`src/rtl/i2s_tx_sample_sched.sv`:
```
`default_nettype none
// ============================================================================
//  Module   : i2s_tx_sample_sched
//  Purpose  : Sample scheduler for a left-justified I2S slave transmitter.
//             Buffers stereo pairs from a producer in a small FIFO and
//             presents one pair per lrclk frame on left_chan/right_chan.
//             Detects underruns, substitutes silence and counts the events.
//             Owns the transmitter prescaler, which is frozen outside IDLE.
//             Everything runs in the sclk domain.
//  Ports    :
//    sclk          in   bit clock, all logic on its rising edge
//    rst_n         in   asynchronous active-low reset
//    enable        in   1 = run, 0 = drain remaining samples then idle
//    cfg_prescaler in   prescaler value, sampled only while idle
//    lrclk         in   frame clock from the master (0 = left, 1 = right)
//    in_valid      in   producer offers a stereo pair
//    in_ready      out  FIFO accepts a pair this cycle
//    in_left       in   left sample
//    in_right      in   right sample
//    left_chan     out  left sample to the transmitter
//    right_chan    out  right sample to the transmitter
//    prescaler     out  prescaler to the transmitter
//    running       out  scheduler is in RUN
//    underrun      out  sticky underrun flag, cleared on entering IDLE
//    underrun_cnt  out  saturating underrun count, cleared on entering IDLE
//    fifo_level    out  FIFO occupancy in stereo pairs
//  Revision : 1.0  initial release
// ============================================================================
module i2s_tx_sample_sched #(
  parameter int AUDIO_DW = 32,
  parameter int FIFO_AW  = 2,
  parameter int UCNT_W   = 16
) (
  input  logic                sclk,
  input  logic                rst_n,
  input  logic                enable,
  input  logic [AUDIO_DW-1:0] cfg_prescaler,
  input  logic                lrclk,
  input  logic                in_valid,
  output logic                in_ready,
  input  logic [AUDIO_DW-1:0] in_left,
  input  logic [AUDIO_DW-1:0] in_right,
  output logic [AUDIO_DW-1:0] left_chan,
  output logic [AUDIO_DW-1:0] right_chan,
  output logic [AUDIO_DW-1:0] prescaler,
  output logic                running,
  output logic                underrun,
  output logic [UCNT_W-1:0]   underrun_cnt,
  output logic [FIFO_AW:0]    fifo_level
);

  localparam int                DEPTH     = 2 ** FIFO_AW;
  localparam logic [FIFO_AW:0]  LEVEL_MAX = (FIFO_AW + 1)'(DEPTH);
  localparam logic [AUDIO_DW-1:0] PRESC_RST = AUDIO_DW'(AUDIO_DW);

  typedef enum logic [1:0] {
    S_IDLE = 2'd0,
    S_FILL = 2'd1,
    S_RUN  = 2'd2
  } state_t;

  state_t                      state_q, state_d;
  logic                        lr_q;
  logic [FIFO_AW-1:0]          wr_ptr_q, rd_ptr_q;
  logic [FIFO_AW:0]            level_q;
  logic [2*AUDIO_DW-1:0]       mem_q [DEPTH];
  logic [AUDIO_DW-1:0]         left_q, right_q, presc_q;
  logic                        underrun_q;
  logic [UCNT_W-1:0]           ucnt_q;

  logic                        frame_start;
  logic                        fifo_empty;
  logic                        push, pop;
  logic                        flush;      // discard FIFO and clear underrun state
  logic                        zero_out;   // load silence into the outputs
  logic                        ur_hit;     // underrun event this frame

  // Falling edge of lrclk marks the start of the left half of a frame.
  assign frame_start = lr_q & ~lrclk;
  assign fifo_empty  = (level_q == '0);

  assign in_ready = (state_q != S_IDLE) && (level_q < LEVEL_MAX);
  // A push coinciding with a transition into IDLE is discarded with the flush.
  assign push     = in_valid & in_ready & ~flush;

  // --------------------------------------------------------------------------
  // State register
  // --------------------------------------------------------------------------
  always_ff @(posedge sclk or negedge rst_n) begin
    if (!rst_n) begin
      state_q <= S_IDLE;
      lr_q    <= 1'b1;
    end else begin
      state_q <= state_d;
      lr_q    <= lrclk;
    end
  end

  // --------------------------------------------------------------------------
  // Next state and datapath controls
  // --------------------------------------------------------------------------
  always_comb begin
    state_d  = state_q;
    pop      = 1'b0;
    flush    = 1'b0;
    zero_out = 1'b0;
    ur_hit   = 1'b0;
    case (state_q)
      S_IDLE: begin
        flush    = 1'b1;
        zero_out = 1'b1;
        if (enable) begin
          state_d = S_FILL;
        end
      end
      S_FILL: begin
        if (!enable) begin
          state_d  = S_IDLE;
          flush    = 1'b1;
          zero_out = 1'b1;
        end else if (frame_start && !fifo_empty) begin
          pop     = 1'b1;
          state_d = S_RUN;
        end
      end
      S_RUN: begin
        if (frame_start) begin
          if (!fifo_empty) begin
            pop = 1'b1;
          end else if (!enable) begin
            // Drain finished: the stop request only takes effect once the
            // FIFO is empty, so buffered samples are never lost.
            state_d  = S_IDLE;
            flush    = 1'b1;
            zero_out = 1'b1;
          end else begin
            zero_out = 1'b1;
            ur_hit   = 1'b1;
          end
        end
      end
      default: begin
        state_d  = S_IDLE;
        flush    = 1'b1;
        zero_out = 1'b1;
      end
    endcase
  end

  // --------------------------------------------------------------------------
  // FIFO storage (contents need no reset; pointers define validity)
  // --------------------------------------------------------------------------
  always_ff @(posedge sclk) begin
    if (push) begin
      mem_q[wr_ptr_q] <= {in_left, in_right};
    end
  end

  always_ff @(posedge sclk or negedge rst_n) begin
    if (!rst_n) begin
      wr_ptr_q <= '0;
      rd_ptr_q <= '0;
      level_q  <= '0;
    end else if (flush) begin
      wr_ptr_q <= '0;
      rd_ptr_q <= '0;
      level_q  <= '0;
    end else begin
      if (push) begin
        wr_ptr_q <= wr_ptr_q + 1'b1;
      end
      if (pop) begin
        rd_ptr_q <= rd_ptr_q + 1'b1;
      end
      case ({push, pop})
        2'b10:   level_q <= level_q + 1'b1;
        2'b01:   level_q <= level_q - 1'b1;
        default: level_q <= level_q;
      endcase
    end
  end

  // --------------------------------------------------------------------------
  // Output sample registers
  // --------------------------------------------------------------------------
  always_ff @(posedge sclk or negedge rst_n) begin
    if (!rst_n) begin
      left_q  <= '0;
      right_q <= '0;
    end else if (zero_out) begin
      left_q  <= '0;
      right_q <= '0;
    end else if (pop) begin
      {left_q, right_q} <= mem_q[rd_ptr_q];
    end
  end

  // --------------------------------------------------------------------------
  // Prescaler: tracks the configuration only while idle
  // --------------------------------------------------------------------------
  always_ff @(posedge sclk or negedge rst_n) begin
    if (!rst_n) begin
      presc_q <= PRESC_RST;
    end else if (state_q == S_IDLE) begin
      presc_q <= cfg_prescaler;
    end
  end

  // --------------------------------------------------------------------------
  // Underrun flag and saturating counter
  // --------------------------------------------------------------------------
  always_ff @(posedge sclk or negedge rst_n) begin
    if (!rst_n) begin
      underrun_q <= 1'b0;
      ucnt_q     <= '0;
    end else if (flush) begin
      underrun_q <= 1'b0;
      ucnt_q     <= '0;
    end else if (ur_hit) begin
      underrun_q <= 1'b1;
      if (ucnt_q != {UCNT_W{1'b1}}) begin
        ucnt_q <= ucnt_q + 1'b1;
      end
    end
  end

  assign left_chan    = left_q;
  assign right_chan   = right_q;
  assign prescaler    = presc_q;
  assign running      = (state_q == S_RUN);
  assign underrun     = underrun_q;
  assign underrun_cnt = ucnt_q;
  assign fifo_level   = level_q;

endmodule
`default_nettype wire

```
`config.mk`:
```
export PLATFORM = sky130hd
export DESIGN_NAME = i2s_tx_sample_sched
export DESIGN_NICKNAME = d
export VERILOG_FILES = /design/src/rtl/i2s_tx_sample_sched.sv
export SDC_FILE = /design/constraint.sdc
export NUM_CORES = 1
export LEC_CHECK = 0
export BUFFER_PORTS_ARGS = -buffer_cell sky130_fd_sc_hd__buf_2
export CORE_MARGIN = 3
export CORE_UTILIZATION = 45
export CTS_CLUSTER_DIAMETER = 60
export CTS_CLUSTER_SIZE = 25
export DETAILED_ROUTE_END_ITERATION = 8
export PLACE_DENSITY = 0.72
export SLEW_MARGIN = 20
export SYNTH_ARGS = -nofsm -noshare
export SYNTH_HDL_FRONTEND = slang
export SYNTH_SLANG_ARGS = --single-unit
```
`constraint.sdc`:
```
create_clock -name sclk -period 4.25 [get_ports sclk]
set_input_delay 0.2125 -clock sclk [delete_from_list [all_inputs] [get_ports sclk]]
set_output_delay 0.2125 -clock sclk [all_outputs]
set_load 0.02 [all_outputs]
```
Word-level counts from Yosys, hierarchy flattened
Memories as Yosys holds them, arrays and structs flattened. Cells that the tools add are included.

Register bits after elaboration: 123. Memory bits (writable): 256. Bits of input ports: 101. Logic and storage cells: 86. Memories: 1.

Add/sub/neg operators: 5. Magnitude comparators: 1. Equal/unequal tests: 10. Mux-type cells: 40. Bitwise operators: 5. Reductions and logical operators: 14.

Memories: mem_q (depth 4, bits a word 64, read ports 1, clocked after memory_dff 0, write ports 1, RTL line 66) `logic [2*AUDIO_DW-1:0] mem_q [DEPTH];`.

Operators with widths (count): 2-to-1 mux 32 bit (4); 2-to-1 mux 16 bit (3); 2-to-1 mux 2 bit (10); 2-to-1 mux 1 bit (17); adder 16 x 1 -> 16 bit (second input constant) (1); != test 16 bit (second input constant) (1); nonzero test 2 bit (6); case mux 1 bit (2 select lines) (3); case mux 2 bit (3 select lines) (1); case mux 3 bit (2 select lines) (1); AND reduction 5 bit (1); adder 2 x 1 -> 2 bit (second input constant) (2); == test 2 x 1 -> 1 bit (second input constant) (2); == test 2 bit (second input constant) (2); != test 2 x 1 -> 1 bit (second input constant) (2); != test 2 bit (second input constant) (2); adder 3 x 1 -> 3 bit (second input constant) (1); AND 1 bit (3); logical NOT 3 bit (1); < comparator 3 bit (second input constant) (1); 2-to-1 mux 3 bit (1); != test 3 bit (second input constant) (1); nonzero test 3 bit (1); subtractor 3 x 1 -> 3 bit (second input constant) (1); other kinds (5) (7).

Logic depth before layout (Yosys ltp)
Depth in word-level cells: 9. Gate-level depth with buffers: 13.

Worst setup path after synthesis
OpenSTA, ideal clock, no wires.

Kind: flip-flop to flip-flop. From: reg state_q[0]. To: mem mem_q[0][0] (netlist bit), enable pin. Arrival time: 3.230 ns. Data required time: 3.821 ns. Slack: 0.590 ns. Stages on the path, launching flop included: 8. Period minus slack after synthesis: 3.660 ns. Cells stage by stage: dfrtp_1 -> inv_1 -> ha_1 -> clkbuf_1 -> nor2_1 -> nand2_1 -> nor2_2 -> and2_1.

Cells in the longest elaborated chain, start to end: 6. Elaborated cells on any way between the ends: 10. Those cells by class: 2 x eq/ne; 3 x mux; 3 x bitwise; 2 x reduce/logical.

RTL lines: start: declaration (RTL line 62) `state_t state_q, state_d;`; start signal: assignment (RTL line 94) `state_q <= state_d;`; nonzero test 2 bit (RTL line 82) `assign in_ready = (state_q != S_IDLE) && (level_q < LEVEL_MAX);`; logical AND 1 bit (RTL line 82); net in_ready (RTL line 40) `output logic in_ready,`; AND 1 bit (2 in series) (RTL line 84) `assign push = in_valid & in_ready & ~flush;`; 2-to-1 mux 1 bit (RTL line 154) `if (push) begin`; 2-to-1 mux 1 bit (not written as such) (RTL line 155) `mem_q[wr_ptr_q] <= {in_left, in_right};`; end: declaration (RTL line 66).

The timed path passes the listed nets, and every way through them passes these cells.

Final worst setup path
From: reg state_q[1]. To: mem mem_q[1][63] (netlist bit), enable pin.

Cells in the longest elaborated chain, start to end: 6. Elaborated cells on any way between the ends: 10. Those cells by class: 2 x eq/ne; 3 x mux; 3 x bitwise; 2 x reduce/logical.

RTL lines: == test 2 bit (tied with other cells) (RTL line 108) `case (state_q)`; case mux 1 bit (2 select lines) or logical AND 1 bit (tied branches) (RTL line 108, 82); inverter 1 bit or AND 1 bit (tied branches) (RTL line 84); AND 1 bit (*) (RTL line 84); 2-to-1 mux 1 bit (*) (RTL line 154); 2-to-1 mux 1 bit (not written as such) (*) (RTL line 155).

Mark *: on every way between the ends. The rest lies on a longest branch, timed or not.

==> results_dict.tcl <==
set metrics [dict create \
    drive_gt1_share_pct 33.1 \
    mostFrequentLayoutCells "edfxtp_1, buf_2, nand2_1" \
    grt_pass1_wl_um 48700 \
    avgSynthCellArea_um2 17.1 \
    fin_util_pct 56.9 \
    crit_type "flip-flop to flip-flop" \
    grt_pass1_vias 8529 \
    htreeDepth 1 \
    cap_viol_max_count 0 \
    cts_setup_buffers 0 \
    syn-num-nets 959 \
    start_util_pct 45.9 \
    cp-start-kind "flip-flop" \
    endpoint "mem_q[1][63]" \
    ios 219 \
    finClkSkew_ns 0.0220 \
    min_path_type "primary input to flip-flop" \
    r2r-start "state_q[1]" \
    tightest_slew_ns 1.02 \
    vdd_drop_max_v 0.000325 \
    grt_start_max_net_pins 90 \
    power.leakage_uw 0.00671 \
    rsz0062_at_grt "no" \
    clk_latency_ns 0.55 \
    drc 0 \
    path_max_fanout 39 \
    slew_headroom_pct 31.8 \
    wl_um 31600 \
    drt_iter0_drc 585 \
    arrival_ns 2.97 \
    crit_path_max_incr_delay_ns 0.60 \
    crit_start "state_q[1]" \
    grt_util_all_layers_pct 18.1 \
    post-route-min-period_ns 2.73 \
    syn_to_final_growth_pct 24.1 \
    yosysWarnings 0 \
    rows 65 \
    synth_cells 849 \
    status "finished clean" \
    final_common_cell "edfxtp_1" \
    drt_pass1_iterations 4 \
    fmax_mhz 366 \
    path_cells "inv_1, ha_1, nand2b_1, o311ai_4, buf_4, nor2_2, and2_4, buf_4" \
    ys_ff_latch 379 \
    nNetsFinal 1275 \
    core_um2 31600 \
    dieWidth_um 186 \
    syn_area_um2 14500 \
    worstReg2RegEnd "mem_q[1][63]" \
    cp_data_required_time_ns 4.49 \
    hold_viol_final 0 \
    antenna_left 0 \
    place_hpwl_um 19700 \
    finalCritPeriodShare_pct 64.2 \
    ff2ff_path_depth 8 \
    r2r_setup_slack_ns 1.52 \
    setup_viol 0 \
    die_y_um 186 \
    cts_tree "yes" \
    critPathCaptureType "flip-flop" \
    grt_antenna_before_repair 3 \
    io_buffers 218 \
    setup_tns_ns 0 \
    path_common_cell "buf_4" \
    cts_buffers 27 \
    powerDensity_nw_per_um2 487 \
    yosysSeqAreaShare_pct 74.2 \
    ys_types 41 \
    clockBufferDepth 3 \
    wl_per_cell_um 19.9 \
    slew_viol_final 0 \
    gr-total-overflow 0 \
    vias 8433 \
    path_clk_slew_ns 0.08 \
    vias_per_cell 5.31 \
    critPathSlowestCell "and2_4" \
    place_congestion 0.834 \
    cts-root-buf "clkbuf_16" \
    dieArea_um2 34400 \
    cts.sinks 379 \
]
[registers in the layout (all words and copies together), names as in the netlist, 2 cells and up]
register      cells
rd_ptr_q          2
wr_ptr_q          2
state_q           2
underrun_cnt     16
prescaler        32
mem_q           256
right_chan       32
left_chan        32
fifo_level        3
[metal layers]
layer  track usage (%)  vias up  part of all wire (%)
met5                 0        -                 0.022
met4              3.66        2                   1.9
met3              3.46       40                   7.3
met2              29.9      314                    48
met1              25.6     4232                    43
li1                  -     3845                     -
[repair_timing]
item                      CTS  global route
hold endpoints to repair  376             0
gates resized for setup     0             0
hold buffers               99             0
[worst max-delay path, delay by kind of cell (launching register included)]
kind	cells	cell delay, ns
AND/OR/NAND/NOR	3	1.00
buffers and inverters	3	0.67
adder cells (fa/ha/maj)	1	0.23
AO/OA/AOI/OAI	1	0.13
flip-flops	1	0.38
[metrics by stage]
stage	std cells	power, uW	area (um^2)	hold WS (ns)	setup slack (ns)
after CTS	1587	8860	18000	0.192	1.51
after floorplan	849	5510	14500	-0.0831	0.590
after detailed placement	1439	6050	16100	0.343	1.52
final	1589	8770	18000	0.224	1.52
after global routing	1589	9150	18000	0.255	1.35
after global placement	1439	6010	16100	0.335	1.59
[cells by family (layout without fill, tap and decap cells)]
group | after synthesis | in the layout | synth area share [%]
compound gates | 83 | 83 | 3.26
xor+xnor | 18 | 18 | 1.22
fa+ha+maj | 9 | 9 | 0.776
buf+inv | 49 | 385 | 1.53
flops | 379 | 379 | 74.2
mux | 99 | 99 | 12.6
other cells | 0 | 2 | 0
simple gates | 212 | 212 | 6.38
[area by class of cell]
type	count	area, um^2
Fill cell	2475	13600
Sequential cell	379	10800
Multi-Input combinational cell	421	3550
Timing Repair Buffer	329	2200
Clock buffer	30	708
Tap cell	402	503
Clock inverter	19	244
Inverter	7	26.3
Antenna cell	2	5.00
[worst min path at each step]
stage / start / end / slack (ns) / cells past startpoint
floorplan: rst_n / fifo_level[0] / -0.08 / 0
global placement: lrclk / lr_q / 0.34 / 1
detailed placement: lrclk / lr_q / 0.34 / 1
CTS: enable / state_q[1] / 0.19 / 3
global route: enable / state_q[1] / 0.25 / 3
finish: enable / state_q[1] / 0.22 / 3
[power by group]
part | internal [uW] | switching, uW | total, uW
clock | 1360 | 1370 | 2730
sequential | 4320 | 140 | 4460
combinational | 621 | 962 | 1580
total | 6300 | 2480 | 8770
[synthesized netlist by cell type]
master	instances	area [um^2]
a32o_1	1	10.0
mux4_2	64	1440
mux2i_1	2	20.0
dfrtp_1	121	3030
or2_2	1	6.26
and2_1	5	31.3
buf_1	1	3.75
or3_4	1	11.3
ha_1	9	113
a211oi_1	5	37.5
xor2_1	2	17.5
nand4_1	9	56.3
nor2b_1	2	12.5
edfxtp_1	256	7690
dfstp_2	2	52.6
buf_6	1	11.3
nand3_1	9	45.0
a21oi_2	1	8.76
inv_1	7	26.3
o21ai_0	2	10.0
nand2b_1	3	18.8
a21oi_1	68	340
xnor2_1	15	131
a21o_1	2	15.0
nand3b_1	1	7.51
mux2_2	33	372
a22oi_1	1	7.51
and4_1	4	35.0
buf_4	1	7.51
xnor2_4	1	27.5
a21bo_2	1	10.0
clkbuf_1	18	67.6
nor3_4	1	16.3
nor2_1	27	101
o31ai_1	1	7.51
nor4_1	7	43.8
o311ai_4	1	26.3
nand2_1	137	514
nor3_1	4	20.0
buf_2	21	105
nor2_2	1	6.26
Power figures use the tool's default switching activity.
